## config.mk

```make
export PLATFORM = sky130hd
export DESIGN_NAME = screen_fader_flat
export DESIGN_NICKNAME = d
export VERILOG_FILES = /design/src/rtl/screen_fader_pkg.sv /design/src/rtl/screen_fader_if.sv /design/src/rtl/screen_fader_rgb_dimmer.sv /design/src/rtl/screen_fader.sv /design/src/flat_wrapper.sv
export SDC_FILE = /design/constraint.sdc
export NUM_CORES = 1
export LEC_CHECK = 0
export BUFFER_PORTS_ARGS = -buffer_cell sky130_fd_sc_hd__buf_2
export CORE_MARGIN = 2
export CORE_UTILIZATION = 46
export CTS_BUF_LIST = sky130_fd_sc_hd__clkbuf_16
export CTS_CLUSTER_DIAMETER = 40
export DETAILED_ROUTE_END_ITERATION = 6
export MAX_ROUTING_LAYER = met4
export PLACE_DENSITY_LB_ADDON = 0.12
export SYNTH_ARGS = -nofsm -noshare
export SYNTH_HDL_FRONTEND = slang
export SYNTH_HIERARCHICAL = 1
export SYNTH_SLANG_ARGS = --single-unit
```

## constraint.sdc

```tcl
create_clock -name clk -period 3.4 [get_ports clk]
set_input_delay 0.51 -clock clk [delete_from_list [all_inputs] [get_ports clk]]
set_output_delay 0.51 -clock clk [all_outputs]
set_load 0.02 [all_outputs]
```

## src/rtl/screen_fader_pkg.sv

```systemverilog
// Shared types and constants for the screen fader.
// Contents:
//   LVL_W / LVL_MAX  brightness level width and full-brightness value
//   PIX_W / CNT_W    4:4:4 colour width and VGA counter width
//   FCNT_W           width of the frames-per-step counter
//   fade_state_t     transition FSM states
package screen_fader_pkg;

  localparam int unsigned LVL_W = 4;
  localparam logic [LVL_W-1:0] LVL_MAX = 4'd15;

  localparam int unsigned PIX_W = 12;
  localparam int unsigned CNT_W = 12;

  localparam int unsigned FCNT_W = 8;

  typedef enum logic [2:0] {
    IDLE,
    CUT_WAIT,
    FADE_OUT,
    SWITCH,
    FADE_IN
  } fade_state_t;

endpackage

```

## src/rtl/screen_fader_if.sv

```systemverilog
// Bundle of the screen fader's stream inputs, control inputs and selected outputs.
// Ports (signals):
//   sel_req, fade_en                       control from the game logic
//   hcount_in .. rgb_in                    per-screen VGA streams, one slot per screen
//   hcount_out .. rgb_out                  selected, scaled, registered stream
//   active_sel, busy                       status
// Modports: slave = the fader, master = whatever drives the streams and watches the output.
interface screen_fader_if #(
  parameter int unsigned N_SCREENS = 4,
  parameter int unsigned SEL_W     = $clog2(N_SCREENS)
);
  import screen_fader_pkg::*;

  logic [SEL_W-1:0]                 sel_req;
  logic                             fade_en;

  logic [N_SCREENS-1:0][CNT_W-1:0] hcount_in;
  logic [N_SCREENS-1:0][CNT_W-1:0] vcount_in;
  logic [N_SCREENS-1:0]             hsync_in;
  logic [N_SCREENS-1:0]             vsync_in;
  logic [N_SCREENS-1:0]             hblnk_in;
  logic [N_SCREENS-1:0]             vblnk_in;
  logic [N_SCREENS-1:0][PIX_W-1:0] rgb_in;

  logic [CNT_W-1:0]                 hcount_out;
  logic [CNT_W-1:0]                 vcount_out;
  logic                             hsync_out;
  logic                             vsync_out;
  logic                             hblnk_out;
  logic                             vblnk_out;
  logic [PIX_W-1:0]                 rgb_out;
  logic [SEL_W-1:0]                 active_sel;
  logic                             busy;

  modport slave (
    input  sel_req, fade_en,
    input  hcount_in, vcount_in, hsync_in, vsync_in, hblnk_in, vblnk_in, rgb_in,
    output hcount_out, vcount_out, hsync_out, vsync_out, hblnk_out, vblnk_out, rgb_out,
    output active_sel, busy
  );

  modport master (
    output sel_req, fade_en,
    output hcount_in, vcount_in, hsync_in, vsync_in, hblnk_in, vblnk_in, rgb_in,
    input  hcount_out, vcount_out, hsync_out, vsync_out, hblnk_out, vblnk_out, rgb_out,
    input  active_sel, busy
  );

endinterface

```

## src/rtl/screen_fader_rgb_dimmer.sv

```systemverilog
// Combinational 4:4:4 brightness scaler.
// Ports:
//   rgb_i    colour in, 4 bits per component
//   level_i  brightness 0..15; 15 passes the colour unchanged, 0 gives black
//   rgb_o    scaled colour, each component (c * (level + 1)) >> 4
module screen_fader_rgb_dimmer
  import screen_fader_pkg::*;
(
  input  logic [PIX_W-1:0] rgb_i,
  input  logic [LVL_W-1:0] level_i,
  output logic [PIX_W-1:0] rgb_o
);

  function automatic logic [3:0] scale4(input logic [3:0] c, input logic [LVL_W-1:0] lvl);
    // 15 * 16 = 240 fits in 8 bits, so no headroom bit is needed
    return 4'(({4'd0, c} * ({4'd0, lvl} + 8'd1)) >> 4);
  endfunction

  always_comb begin
    rgb_o = {scale4(rgb_i[11:8], level_i),
             scale4(rgb_i[7:4],  level_i),
             scale4(rgb_i[3:0],  level_i)};
  end

endmodule

```

## src/rtl/screen_fader.sv

```systemverilog
// N-screen VGA output selector with frame-aligned cut or fade-through-black transitions.
// Ports:
//   clk     pixel clock (40 MHz domain)
//   rst_n   asynchronous active-low reset
//   sf_bus  screen_fader_if.slave: sel_req/fade_en in, per-screen streams in,
//           selected registered stream out (2 clk latency), active_sel and busy out
module screen_fader
  import screen_fader_pkg::*;
#(
  parameter int unsigned N_SCREENS       = 4,
  parameter int unsigned SEL_W           = $clog2(N_SCREENS),
  parameter int unsigned FRAMES_PER_STEP = 2,
  parameter int unsigned DEFAULT_SEL     = 0
) (
  input logic            clk,
  input logic            rst_n,
  screen_fader_if.slave  sf_bus
);

  localparam logic [SEL_W:0]      NScr      = (SEL_W + 1)'(N_SCREENS);
  localparam logic [SEL_W-1:0]    DefSel    = SEL_W'(DEFAULT_SEL);
  localparam logic [FCNT_W-1:0]   FrameLast = FCNT_W'(FRAMES_PER_STEP - 1);

  fade_state_t        state_q, state_d;
  logic [LVL_W-1:0]   level_q, level_d;
  logic [FCNT_W-1:0]  frame_cnt_q, frame_cnt_d;
  logic [SEL_W-1:0]   pending_q, pending_d;
  logic [SEL_W-1:0]   active_sel_q, active_sel_d;

  // Stage 1: selected stream
  logic [CNT_W-1:0]   hcount_s1, vcount_s1;
  logic               hsync_s1, vsync_s1, hblnk_s1, vblnk_s1;
  logic [PIX_W-1:0]   rgb_s1;

  // Stage 2: output registers
  logic [CNT_W-1:0]   hcount_s2, vcount_s2;
  logic               hsync_s2, vsync_s2, hblnk_s2, vblnk_s2;
  logic [PIX_W-1:0]   rgb_s2;

  logic [PIX_W-1:0]   rgb_dim;
  logic               fs;
  logic               in_range;
  logic               req_valid;
  logic               step_due;

  always_ff @(posedge clk or negedge rst_n) begin
    if (!rst_n) begin
      hcount_s1 <= '0;
      vcount_s1 <= '0;
      hsync_s1  <= 1'b0;
      vsync_s1  <= 1'b0;
      hblnk_s1  <= 1'b0;
      vblnk_s1  <= 1'b0;
      rgb_s1    <= '0;
    end else begin
      hcount_s1 <= sf_bus.hcount_in[active_sel_q];
      vcount_s1 <= sf_bus.vcount_in[active_sel_q];
      hsync_s1  <= sf_bus.hsync_in[active_sel_q];
      vsync_s1  <= sf_bus.vsync_in[active_sel_q];
      hblnk_s1  <= sf_bus.hblnk_in[active_sel_q];
      vblnk_s1  <= sf_bus.vblnk_in[active_sel_q];
      rgb_s1    <= sf_bus.rgb_in[active_sel_q];
    end
  end

  screen_fader_rgb_dimmer u_dimmer (
    .rgb_i   (rgb_s1),
    .level_i (level_q),
    .rgb_o   (rgb_dim)
  );

  always_ff @(posedge clk or negedge rst_n) begin
    if (!rst_n) begin
      hcount_s2 <= '0;
      vcount_s2 <= '0;
      hsync_s2  <= 1'b0;
      vsync_s2  <= 1'b0;
      hblnk_s2  <= 1'b0;
      vblnk_s2  <= 1'b0;
      rgb_s2    <= '0;
    end else begin
      hcount_s2 <= hcount_s1;
      vcount_s2 <= vcount_s1;
      hsync_s2  <= hsync_s1;
      vsync_s2  <= vsync_s1;
      hblnk_s2  <= hblnk_s1;
      vblnk_s2  <= vblnk_s1;
      rgb_s2    <= rgb_dim;
    end
  end

  // Rising edge of vertical blanking at stage 1; a switch here lands inside blanking.
  assign fs        = vblnk_s1 & ~vblnk_s2;
  assign in_range  = {1'b0, sf_bus.sel_req} < NScr;
  assign req_valid = in_range && (sf_bus.sel_req != active_sel_q);
  assign step_due  = fs && (frame_cnt_q == FrameLast);

  always_ff @(posedge clk or negedge rst_n) begin
    if (!rst_n) begin
      state_q      <= IDLE;
      level_q      <= LVL_MAX;
      frame_cnt_q  <= '0;
      pending_q    <= DefSel;
      active_sel_q <= DefSel;
    end else begin
      state_q      <= state_d;
      level_q      <= level_d;
      frame_cnt_q  <= frame_cnt_d;
      pending_q    <= pending_d;
      active_sel_q <= active_sel_d;
    end
  end

  always_comb begin
    state_d      = state_q;
    level_d      = level_q;
    frame_cnt_d  = frame_cnt_q;
    pending_d    = pending_q;
    active_sel_d = active_sel_q;

    unique case (state_q)
      IDLE: begin
        if (req_valid) begin
          pending_d   = sf_bus.sel_req;
          frame_cnt_d = '0;
          state_d     = sf_bus.fade_en ? FADE_OUT : CUT_WAIT;
        end
      end

      CUT_WAIT: begin
        if (in_range) pending_d = sf_bus.sel_req;
        if (fs) begin
          active_sel_d = pending_q;
          state_d      = IDLE;
        end
      end

      FADE_OUT: begin
        if (in_range) pending_d = sf_bus.sel_req;
        if (step_due) begin
          frame_cnt_d = '0;
          if (level_q != '0) level_d = level_q - 1'b1;
          if (level_d == '0) state_d = SWITCH;
        end else if (fs) begin
          frame_cnt_d = frame_cnt_q + 1'b1;
        end
      end

      SWITCH: begin
        if (in_range) pending_d = sf_bus.sel_req;
        if (fs) begin
          // pending may equal active_sel after a retarget; then this is a no-op
          active_sel_d = pending_q;
          frame_cnt_d  = '0;
          state_d      = FADE_IN;
        end
      end

      FADE_IN: begin
        if (step_due) begin
          frame_cnt_d = '0;
          if (level_q != LVL_MAX) level_d = level_q + 1'b1;
          if (level_d == LVL_MAX) state_d = IDLE;
        end else if (fs) begin
          frame_cnt_d = frame_cnt_q + 1'b1;
        end
      end

      default: state_d = IDLE;
    endcase
  end

  assign sf_bus.hcount_out = hcount_s2;
  assign sf_bus.vcount_out = vcount_s2;
  assign sf_bus.hsync_out  = hsync_s2;
  assign sf_bus.vsync_out  = vsync_s2;
  assign sf_bus.hblnk_out  = hblnk_s2;
  assign sf_bus.vblnk_out  = vblnk_s2;
  assign sf_bus.rgb_out    = rgb_s2;
  assign sf_bus.active_sel = active_sel_q;
  assign sf_bus.busy       = (state_q != IDLE);

endmodule

```

## src/flat_wrapper.sv

```systemverilog
// flat-port wrapper written by rule: the top's interface ports become plain ports
module screen_fader_flat import screen_fader_pkg::*;
#(
  parameter int unsigned N_SCREENS       = 4,
  parameter int unsigned SEL_W           = $clog2(N_SCREENS),
  parameter int unsigned FRAMES_PER_STEP = 2,
  parameter int unsigned DEFAULT_SEL     = 0
)
  (clk, rst_n, sf_bus_sel_req, sf_bus_fade_en, sf_bus_hcount_in, sf_bus_vcount_in, sf_bus_hsync_in, sf_bus_vsync_in, sf_bus_hblnk_in, sf_bus_vblnk_in, sf_bus_rgb_in, sf_bus_hcount_out, sf_bus_vcount_out, sf_bus_hsync_out, sf_bus_vsync_out, sf_bus_hblnk_out, sf_bus_vblnk_out, sf_bus_rgb_out, sf_bus_active_sel, sf_bus_busy);
  screen_fader_if #(.N_SCREENS(N_SCREENS), .SEL_W(SEL_W)) sf_bus_i ();
  input logic clk;
  input logic rst_n;
  input wire logic [$bits(sf_bus_i.sel_req)-1:0] sf_bus_sel_req;
  input wire logic [$bits(sf_bus_i.fade_en)-1:0] sf_bus_fade_en;
  input wire logic [$bits(sf_bus_i.hcount_in)-1:0] sf_bus_hcount_in;
  input wire logic [$bits(sf_bus_i.vcount_in)-1:0] sf_bus_vcount_in;
  input wire logic [$bits(sf_bus_i.hsync_in)-1:0] sf_bus_hsync_in;
  input wire logic [$bits(sf_bus_i.vsync_in)-1:0] sf_bus_vsync_in;
  input wire logic [$bits(sf_bus_i.hblnk_in)-1:0] sf_bus_hblnk_in;
  input wire logic [$bits(sf_bus_i.vblnk_in)-1:0] sf_bus_vblnk_in;
  input wire logic [$bits(sf_bus_i.rgb_in)-1:0] sf_bus_rgb_in;
  output wire logic [$bits(sf_bus_i.hcount_out)-1:0] sf_bus_hcount_out;
  output wire logic [$bits(sf_bus_i.vcount_out)-1:0] sf_bus_vcount_out;
  output wire logic [$bits(sf_bus_i.hsync_out)-1:0] sf_bus_hsync_out;
  output wire logic [$bits(sf_bus_i.vsync_out)-1:0] sf_bus_vsync_out;
  output wire logic [$bits(sf_bus_i.hblnk_out)-1:0] sf_bus_hblnk_out;
  output wire logic [$bits(sf_bus_i.vblnk_out)-1:0] sf_bus_vblnk_out;
  output wire logic [$bits(sf_bus_i.rgb_out)-1:0] sf_bus_rgb_out;
  output wire logic [$bits(sf_bus_i.active_sel)-1:0] sf_bus_active_sel;
  output wire logic [$bits(sf_bus_i.busy)-1:0] sf_bus_busy;
  assign sf_bus_i.sel_req = sf_bus_sel_req;
  assign sf_bus_i.fade_en = sf_bus_fade_en;
  assign sf_bus_i.hcount_in = sf_bus_hcount_in;
  assign sf_bus_i.vcount_in = sf_bus_vcount_in;
  assign sf_bus_i.hsync_in = sf_bus_hsync_in;
  assign sf_bus_i.vsync_in = sf_bus_vsync_in;
  assign sf_bus_i.hblnk_in = sf_bus_hblnk_in;
  assign sf_bus_i.vblnk_in = sf_bus_vblnk_in;
  assign sf_bus_i.rgb_in = sf_bus_rgb_in;
  assign sf_bus_hcount_out = sf_bus_i.hcount_out;
  assign sf_bus_vcount_out = sf_bus_i.vcount_out;
  assign sf_bus_hsync_out = sf_bus_i.hsync_out;
  assign sf_bus_vsync_out = sf_bus_i.vsync_out;
  assign sf_bus_hblnk_out = sf_bus_i.hblnk_out;
  assign sf_bus_vblnk_out = sf_bus_i.vblnk_out;
  assign sf_bus_rgb_out = sf_bus_i.rgb_out;
  assign sf_bus_active_sel = sf_bus_i.active_sel;
  assign sf_bus_busy = sf_bus_i.busy;
  screen_fader #(.N_SCREENS(N_SCREENS), .SEL_W(SEL_W), .FRAMES_PER_STEP(FRAMES_PER_STEP), .DEFAULT_SEL(DEFAULT_SEL)) u_core (.clk(clk), .rst_n(rst_n), .sf_bus(sf_bus_i));
endmodule
```

==> results.ini <==
[cts]
clk_path_buf_depth = 2
cts_root_buf = clkbuf_16
clk_latency_ns = 0.34
cts_made_buffers = 9
cts_htree_levels = 3
cts.clk_slew.worst_paths_ns = 0.07
cts_tree = done
cts.sinks = 99
postCtsHoldBufs = 0

[yosys]
synthFlopType = dfrtp_1
synth_cell_types = 64
yosysWarnings = 6
synth_nets = 654
yosys-top-cells-area = dfrtp_1 (41%), mux4_2 (16%), ha_1 (6.9%)
synth_cells = 442
synth_area_leader_cell = dfrtp_1
postSynth.asyncResetShare_pct = 100
synth-edff-count = 0
synth_seq_cells = 99
yosys.area.top_type_share_pct = 41.2
synth_seq_area_share_pct = 43.0
syn_area_mm2 = 0.00577
synth.avg_cell_area_um2 = 13.1

[layout]
instances_no_fill = 827
drive_above_1_share_pct = 48.4
num-nets-final = 866
diodes = 0
area_growth_syn_to_layout_pct = 26.8

[timing]
maxSlewViolCount = 0
tightestPinTransition_ns = 0.876
clock_skew_ns = 0.00631
layout_setup_ws_ns = 0.147
setup_viol = 0
finalHoldViolCount = 0
fin_crit_sh_pct = 95.7
slew-limit-headroom_pct = 41.5
post-route-min-period_ns = 3.25
rsz0062_at_grt = yes
timing.fmax_mhz = 307

[worst_setup_path]
path_max_fanout = 11
crit_arrival_ns = 3.48
worstPathRequired_ns = 3.62
crit_type = reg2reg
start_kind = register
critPathCaptureType = register

[power_and_ir_drop]
p_clk_share_pct = 15.4
switching_power_mw = 2.42
seq_power_share_pct = 34.4
p_int_mw = 3.59
p_per_area_mw_per_mm2 = 820
combinationalPowerShare_pct = 50.2
p_leak_nw = 3.60
p_sw_share_pct = 40.2
ir_drop_mv = 0.412

[hold_path]
min_path_type = in2async

[global_route]
grt_pass1_vias = 4818
grt_pass1_wl_mm = 22.7
grt_max_degree = 44
grt_usage_pct = 23.1
overflow = 0
grt_antenna_before_repair = 0

[route]
drc = 0
wl_per_cell_um = 16.7
drt-total-wl_mm = 13.8
drtIter0Drc = 220
via_count = 4359
vias_per_cell = 5.27
ant_nets = 0
drtPass1Iterations = 4

[placed_design]
dp_cells = 810
dp_hpwl_mm = 11.0
port_buffers = 207
gp_congestion = 0.901
place_ws_ns = 0.140

[floorplanning]
coreArea_mm2 = 0.0121
ios = 208
start_util_pct = 47.7
num_rows = 40
fp.dieW_um = 116
dieArea_mm2 = 0.0135
die_h_um = 116

[run]
drv_cap = 0

[run_status]
status = completed

==> power by group through the flow <==
stage	Sequential [mW]	Clock [mW]	Combinational, mW
3_3_place_gp	2.06	0	2.94
4_1_cts	2.07	0.961	3.01
6_report	2.06	0.924	3.01
5_1_grt	2.13	1.01	3.33
2_1_floorplan	2.24	0	1.97
3_5_place_dp	2.09	0	3.00
==> flip-flops by register name, summed over array words and instances (netlist names), 2 cells and up <==
register / flops
u_core/sf_bus.rgb_out: 12
u_core/level_q: 4
u_core/state_q: 3
u_core/pending_q: 2
u_core/sf_bus.hcount_out: 12
u_core/rgb_s1: 12
u_core/hcount_s1: 12
u_core/sf_bus.active_sel: 2
u_core/vcount_s1: 12
u_core/frame_cnt_q: 8
u_core/sf_bus.vcount_out: 12
==> cells in the mapped netlist (all sizes together) (7+ instances only) <==
library cell,instances
a21oi,14
a31oi,14
and2,25
and3,10
buf,14
clkbuf,7
dfrtp,95
fa,15
ha,32
inv,26
mux4,40
nand2,34
nand2b,11
nor2,10
o21ai,9
xnor2,12
xor2,14
==> layer usage <==
layer	share of wire [%]	track usage [%]
met2	53	40.6
met1	41	26.3
met3	5.0	4.60
met5	0	-
met4	1.4	7.94
==> cells in the final DEF (no fill, tap or decap), types with 3 or more instances in the layout <==
master | synthesis | final
dfrtp_1 | 95 | 93
o21bai_2 | 3 | 3
o21ai_2 | 4 | 4
nor2_1 | 10 | 10
nand2b_1 | 10 | 10
xnor2_1 | 10 | 10
inv_1 | 26 | 27
mux2_2 | 4 | 4
o21ai_0 | 4 | 4
xor2_1 | 14 | 14
nand3_1 | 3 | 3
a21oi_1 | 13 | 13
nand2_1 | 33 | 33
and2_1 | 25 | 25
nor2b_1 | 4 | 4
buf_2 | 9 | 206
and3_1 | 9 | 9
a31oi_1 | 14 | 14
buf_4 | 3 | 15
fa_1 | 15 | 15
nand4_1 | 4 | 4
dfstp_2 | 4 | 4
ha_1 | 32 | 29
clkbuf_16 | 0 | 9
mux4_2 | 40 | 40
==> stage by stage <==
step | cell area (um2) | setup TNS [ns] | utilization, % | total power [mW] | hold WS, ns
after detailed placement | 7030 | 0 | 58.0 | 5.09 | 0.335
final | 7320 | 0 | 60.4 | 6.00 | 0.150
after global placement | 7030 | 0 | 58.0 | 4.99 | 0.331
after floorplan | 5770 | 0 | - | 4.22 | 0.214
after global routing | 7320 | -0.0144 | 60.4 | 6.47 | 0.179
after CTS | 7290 | 0 | 60.2 | 6.04 | 0.156
==> cell type report <==
type | count | area [um2]
Sequential cell | 99 | 2480
Timing Repair Buffer | 222 | 1160
Clock inverter | 7 | 42.5
Inverter | 26 | 97.6
Clock buffer | 9 | 225
Multi-Input combinational cell | 296 | 3090
Tap cell | 168 | 210
Fill cell | 1041 | 4790
==> cells by family (layout without fill, tap and decap cells) <==
| group | after synthesis | after routing | synth area share (%) |
|---|---|---|---|
| fa+ha+maj | 47 | 47 | 12.1 |
| flops | 99 | 99 | 43.0 |
| mux | 46 | 46 | 16.7 |
| simple gates | 121 | 121 | 12.4 |
| buf+inv | 47 | 264 | 3.71 |
| xor+xnor | 26 | 26 | 4.20 |
| compound gates | 56 | 56 | 7.78 |
==> critical path, stage by stage, from the launching register on <==
cell,delay (ns)
dfstp_2,0.56
ha_2,0.18
xor2_1,0.14
buf_4,0.19
nand2_1,0.09
fa_1,0.55
inv_1,0.05
fa_1,0.43
ha_1,0.27
and4_1,0.23
a21oi_4,0.21
o21ai_2,0.09
xor2_1,0.14
==> path summary, 6_finish.rpt <==
check | start | end | slack, ns | cells past startpoint
max | u_core/level_q[0] | u_core/sf_bus.rgb_out[2] | 0.15 | 12
min | rst_n | u_core/sf_bus.vcount_out[4] | 0.15 | 1
max reg2reg | u_core/level_q[0] | u_core/sf_bus.rgb_out[2] | 0.15 | 12
min reg2reg | u_core/hcount_s1[4] | u_core/sf_bus.hcount_out[4] | 0.35 | 0
max in group asynchronous | rst_n | u_core/sf_bus.vcount_out[3] | 2.50 | 2
min in group clk | u_core/hcount_s1[4] | u_core/sf_bus.hcount_out[4] | 0.35 | 0
==> timing repair <==
item | CTS | global route
endpoints found under the hold margin | 0 | 0
resized for setup | 0 | 3
endpoints found under the setup margin | 0 | 5
setup buffers | 0 | 1
Note: power is estimated with default switching activity, not from simulation.
